[src/rtl/mul_result_buffer_pkg.sv]
// Shared types for the multiplier result path: result uop, branch broadcast,
// sequence number / tag widths, and the age-compare helper used for kills.
package mul_result_buffer_pkg;

   localparam int SQN_W = 7;
   localparam int TAG_W = 7;
   localparam int RES_W = 32;

   typedef logic [SQN_W-1:0] SqN;
   typedef logic [TAG_W-1:0] Tag;
   typedef logic [3:0]       Flags;

   localparam Flags FLAGS_NONE     = 4'd0;
   localparam Flags FLAGS_BRK      = 4'd1;
   localparam Flags FLAGS_TRAP     = 4'd2;
   localparam Flags FLAGS_EXCEPT   = 4'd3;
   localparam Flags FLAGS_ORDERING = 4'd4;

   typedef struct packed {
      logic [RES_W-1:0] result;
      Tag               tagDst;
      SqN               sqN;
      Flags             flags;
      logic             doNotCommit;
      logic             valid;
   } RES_UOp;

   typedef struct packed {
      SqN   sqN;
      logic taken;
   } BranchProv;

   // True when a uop with sequence number s is younger than a taken branch
   // (wrap-safe signed distance) and must therefore be squashed.
   function automatic logic is_killed(input BranchProv br, input SqN s);
      SqN d;
      d = s - br.sqN;
      return br.taken && ($signed(d) > 0);
   endfunction

endpackage

[src/rtl/mul_result_buffer.sv]
// Collapsing result queue behind the pipelined multiplier. Absorbs a
// non-stallable result stream, drops branch-killed entries, presents the
// oldest survivor from slot 0 flops and throttles issue via OUT_busy.
module mul_result_buffer
   import mul_result_buffer_pkg::*;
#(
   parameter int DEPTH     = 4,
   parameter int IN_FLIGHT = 3
)(
   input  logic      clk,
   input  logic      rst,
   input  BranchProv IN_branch,
   input  RES_UOp    IN_uop,
   input  logic      IN_wbStall,
   output RES_UOp    OUT_uop,
   output logic      OUT_busy
);

   localparam int CNT_W = $clog2(DEPTH + 1);
   localparam int IDX_W = (DEPTH > 1) ? $clog2(DEPTH) : 1;

   RES_UOp           r_slots [DEPTH];
   RES_UOp           w_next  [DEPTH];
   logic [DEPTH-1:0] w_vld;
   logic [CNT_W-1:0] w_count;
   logic             w_consume;
   logic             w_overflow;

   function automatic logic [CNT_W-1:0] popcount(input logic [DEPTH-1:0] v);
      logic [CNT_W-1:0] c;
      c = '0;
      for (int i = 0; i < DEPTH; i++) c = c + CNT_W'(v[i]);
      return c;
   endfunction

   // Gather the registered slot valid bits for occupancy.
   always_comb begin
      for (int i = 0; i < DEPTH; i++) w_vld[i] = r_slots[i].valid;
   end

   assign w_count  = popcount(w_vld);
   // Registered-only path: issue sees occupancy, never the current inputs.
   assign OUT_busy = (w_count >= CNT_W'(DEPTH - IN_FLIGHT));
   assign OUT_uop  = r_slots[0];

   // Next state: drop consumed head, kill young entries, collapse, append.
   always_comb begin
      int n_keep;
      n_keep     = 0;
      w_consume  = r_slots[0].valid && !IN_wbStall;
      w_overflow = 1'b0;
      for (int i = 0; i < DEPTH; i++) begin
         w_next[i]       = r_slots[i];
         w_next[i].valid = 1'b0;
      end
      for (int i = 0; i < DEPTH; i++) begin
         if (r_slots[i].valid && !((i == 0) && w_consume) &&
             !is_killed(IN_branch, r_slots[i].sqN)) begin
            w_next[n_keep[IDX_W-1:0]] = r_slots[i];
            n_keep = n_keep + 1;
         end
      end
      if (IN_uop.valid && !is_killed(IN_branch, IN_uop.sqN)) begin
         if (n_keep < DEPTH) w_next[n_keep[IDX_W-1:0]] = IN_uop;
         else                w_overflow = 1'b1;
      end
   end

   // Slot storage; reset clears only the valid bits, payload is don't-care.
   always_ff @(posedge clk) begin
      if (rst) begin
         for (int i = 0; i < DEPTH; i++) r_slots[i].valid <= 1'b0;
      end else begin
         for (int i = 0; i < DEPTH; i++) r_slots[i] <= w_next[i];
      end
   end

   // An arrival with no free slot means issue ignored OUT_busy.
   always_ff @(posedge clk) begin
      if (!rst) assert (!w_overflow);
   end

endmodule

[config.mk]
export PLATFORM = sky130hd
export DESIGN_NAME = mul_result_buffer
export DESIGN_NICKNAME = d
export VERILOG_FILES = /design/src/rtl/mul_result_buffer_pkg.sv /design/src/rtl/mul_result_buffer.sv
export SDC_FILE = /design/constraint.sdc
export NUM_CORES = 1
export LEC_CHECK = 0
export ABC_AREA = 1
export BUFFER_PORTS_ARGS = -buffer_cell sky130_fd_sc_hd__buf_2
export CORE_AREA = 5 5 184 186
export DETAILED_ROUTE_END_ITERATION = 7
export DIE_AREA = 0 0 189 191
export PLACE_DENSITY = 0.61
export SKIP_LAST_GASP = 1
export SLEW_MARGIN = 0
export SYNTH_ARGS = -nofsm -noshare
export SYNTH_HDL_FRONTEND = slang
export SYNTH_SLANG_ARGS = --single-unit
export TNS_END_PERCENT = 1
[constraint.sdc]
create_clock -name clk -period 7.1 [get_ports clk]
set_clock_uncertainty 0.15 [all_clocks]
set_input_delay 0.71 -clock clk [delete_from_list [all_inputs] [get_ports clk]]
set_output_delay 0.71 -clock clk [all_outputs]
set_load 0.01 [all_outputs]
==> summary.md <==
| Metric | Value |
|---|---|
| Total grt overflow | `0` |
| Mapped Area | `14700 um2` |
| CTS sink cnt | `208` |
| Vias in the first global route | `13300` |
| Initial antenna violation count | `1` |
| Worst-path clk slew | `0.06 ns` |
| Outcome | `finished clean` |
| Post-synth EDFFs | `204` |
| Clock root buffer | `clkbuf_16` |
| Setup_tns | `0 ns` |
| Flop-to-flop setup slack | `1.83 ns` |
| # DRC | `0` |
| Resized Gates After CTS | `0` |
| R2r startpoint | `r_slots[0][6]` |
| Clock tree buffer depth | `3` |
| Die Y | `191 um` |
| Drt pass-1 iters | `7` |
| DRT iter0 DRCs | `1292` |
| HPWL after DPL | `26.7 mm` |
| Syn Nets | `2143` |
| FP Rows | `66` |
| Startpoint Class | `flip-flop` |
| Die Width | `189 um` |
| Layout area overhead | `10.8%` |
| Cell variety after synth | `35` |
| Post-CTS setup buffers | `0` |
| Synthesis-stage register bit count | `208` |
| Ant. Diodes | `0` |
| Total Routing Usage GR | `25.1%` |
| Fin. Hold Viols | `0` |
| Syn Area/Cell | `7.24 um2` |
| Max Cap Viol | `0` |
| Final Util | `50.9%` |
| Seq/Total Area, Yosys | `42.1%` |
| Port Buffer Count | `115` |
| Post-DR vias/cell | `5.61` |
| First-pass GRT wire length | `73.1 mm` |
| Ys async rst share | `0%` |
| Top flop regs | `r_slots (208)` |
| Max reg flops | `208` |
| Worst-Skew Late Latency | `0.54 ns` |
| Vias after detailed routing | `14000` |
| CTS H-Tree Depth | `1` |
| Remaining antenna violation count | `0` |
| RD Place Congestion | `0.858` |
| Critical path class | `flip-flop to flip-flop` |
| R2R depth | `25` |
| Crit Reg-Reg Endpoint | `r_slots[0][47]` |
| Synth top area cells | `edfxtp_1 (42%), nand2_1 (16%), nand3_1 (9.5%)` |
| Yosys top cell by area | `edfxtp_1` |
| WL/cell | `18.7 um` |
| Share of the synthesized area in the top cell type | `41.6%` |
| Fmax achieved | `0.190 GHz` |
| RSZ-0062 raised after global routing | `no` |
| Max-slew violations | `0` |
| Worst Path Required | `7.25 ns` |
| Leakage power total | `7.54 nW` |
| CP Capture Type | `flip-flop` |
| Hold path endpoint | `r_slots[3][0]` |
| Most flops, register | `r_slots` |
| Nets | `2179` |
| Syn. warnings | `0` |
| Worst-Margin Slew | `1.20 ns` |
| Core footprint | `32100 um2` |
| Clock period minus worst slack | `5.27 ns` |
| Slew margin rel. | `19.8%` |
| Share of layout cells above drive strength 1 | `9.67%` |
| Total I/O pin count | `116` |
| Worst VDD drop | `149 uV` |
| CTS Hold Bufs | `0` |
| Largest net degree at the start of global routing | `104` |
| Worst hold path type | `input port to flip-flop` |
| DIE AREA | `36100 um2` |
| Syn Inst Count | `2035` |
| Starting Density | `45.9%` |
| Inserted Clock Buffers | `27` |
| Maximum net fanout on the critical path | `46` |
| CTS tree | `done` |
| Power per Cell Area | `206 nW/um2` |
| Setup violators final | `0` |
| Tcrit/Tclk final | `74.2%` |
| Most used flip-flop cell after synthesis | `edfxtp_1` |
| Final wirelength | `46.7 mm` |
| Hold path start | `rst` |
| Arrival @ worst endpoint | `5.42 ns` |
| WHS Path Cells | `2` |
-- cells in the final DEF (no fill, tap or decap), types with 2 or more instances in the layout --
cell type	Yosys	layout
xnor2_1	7	7
a21oi_1	25	25
o211ai_1	53	53
fa_1	6	6
nand3_4	0	3
inv_2	4	5
xor2_1	5	5
clkbuf_16	0	27
nor2_1	21	20
buf_2	42	115
clkinv_2	0	3
buf_4	1	22
o21ai_0	159	159
buf_12	0	4
nor2_2	2	2
nor2_4	1	2
ha_1	39	38
clkinv_1	1	7
nand2_1	647	643
nand2_2	7	10
clkbuf_1	70	6
edfxtp_1	204	204
o21ai_1	153	153
nor3_1	2	2
nand4_1	8	8
nand3b_1	4	4
inv_1	259	258
dfxtp_1	4	4
nand3_1	280	279
-- layer usage --
metal | routed length [um] | GRT usage [%]
met3 | 3700 | 3.91
met5 | 11 | 0
met2 | 21800 | 42.8
met4 | 1130 | 7.12
met1 | 20100 | 33.4
-- worst max-delay path: stages, from the launching register on --
cell      delay, ns
edfxtp_1       0.46
inv_1          0.09
ha_1           0.13
inv_1          0.05
fa_1           0.41
nand4_1        0.12
o211ai_1       0.11
nand2_1        0.07
nand2_1        0.05
nor2_1         0.08
nand2_1        0.06
nand2_2        0.57
inv_1          0.20
ha_1           0.38
nand3_2        0.15
nand2_2        0.10
inv_1          0.08
ha_1           0.13
nand3_1        0.14
nand2_2        0.11
nand2_2        0.08
nor2_8         0.24
buf_4          0.70
nand3_1        0.16
nand2_1        0.13
inv_1          0.04
-- area by class of cell --
type	count	area, um2
fill	3160	15800
multi-input combinational	1429	7020
sequential	208	6210
inverter	264	998
timing repair buffer	141	821
clock buffer	33	698
tap	408	510
clock inverter	13	87.6
-- worst max path at each step --
stage / start / endpoint / slack (ns)
after global placement: IN_branch[2] / r_slots[0][50] / 1.58
after CTS: r_slots[0][6] / r_slots[0][47] / 1.91
after detailed placement: IN_branch[2] / r_slots[2][22] / 1.48
after global routing: r_slots[0][6] / r_slots[3][43] / 1.40
after floorplan: rst / r_slots[0][10] / 1.75
final: r_slots[0][6] / r_slots[0][47] / 1.83
-- cell families after synthesis --
group           synth area share (%)
simple gates                    28.0
buf+inv                         10.7
compound gates                  14.3
flops                           42.1
fa+ha+maj                       4.12
xor+xnor                       0.713
-- stage by stage --
step / instances / power, W / instance area, um2 / hold slack (ns) / worst slack (ns)
final: 2496 / 0.00337 / 16300 / 0.324 / 1.83
after global routing: 2496 / 0.00353 / 16300 / 0.337 / 1.40
after CTS: 2496 / 0.00339 / 16300 / 0.311 / 1.91
after detailed placement: 2450 / 0.00212 / 15600 / 0.547 / 1.48
after global placement: 2450 / 0.00211 / 15600 / 0.542 / 1.58
after floorplan: 2035 / 0.00194 / 14700 / 0.503 / 1.75
-- cell usage after synthesis, types with 2 or more instances --
master	n
inv_2	4
xor2_1	5
nand3_1	280
xnor2_1	7
buf_1	17
nand4_1	8
o211ai_1	53
o21ai_1	153
dfxtp_1	4
nand3_2	3
fa_1	6
o21ai_0	159
nand2_2	7
nor3_1	2
inv_1	259
nor2_2	2
a21oi_1	25
clkbuf_1	70
nor2_1	21
nand3b_1	4
ha_1	39
nand2_1	647
buf_6	4
buf_2	42
edfxtp_1	204
-- power breakdown --
part	switching [W]	internal (W)
logic	0.000364	0.000204
clock network	0.000540	0.000726
registers	0.0000683	0.00147
(Power assumes the default switching activity.)
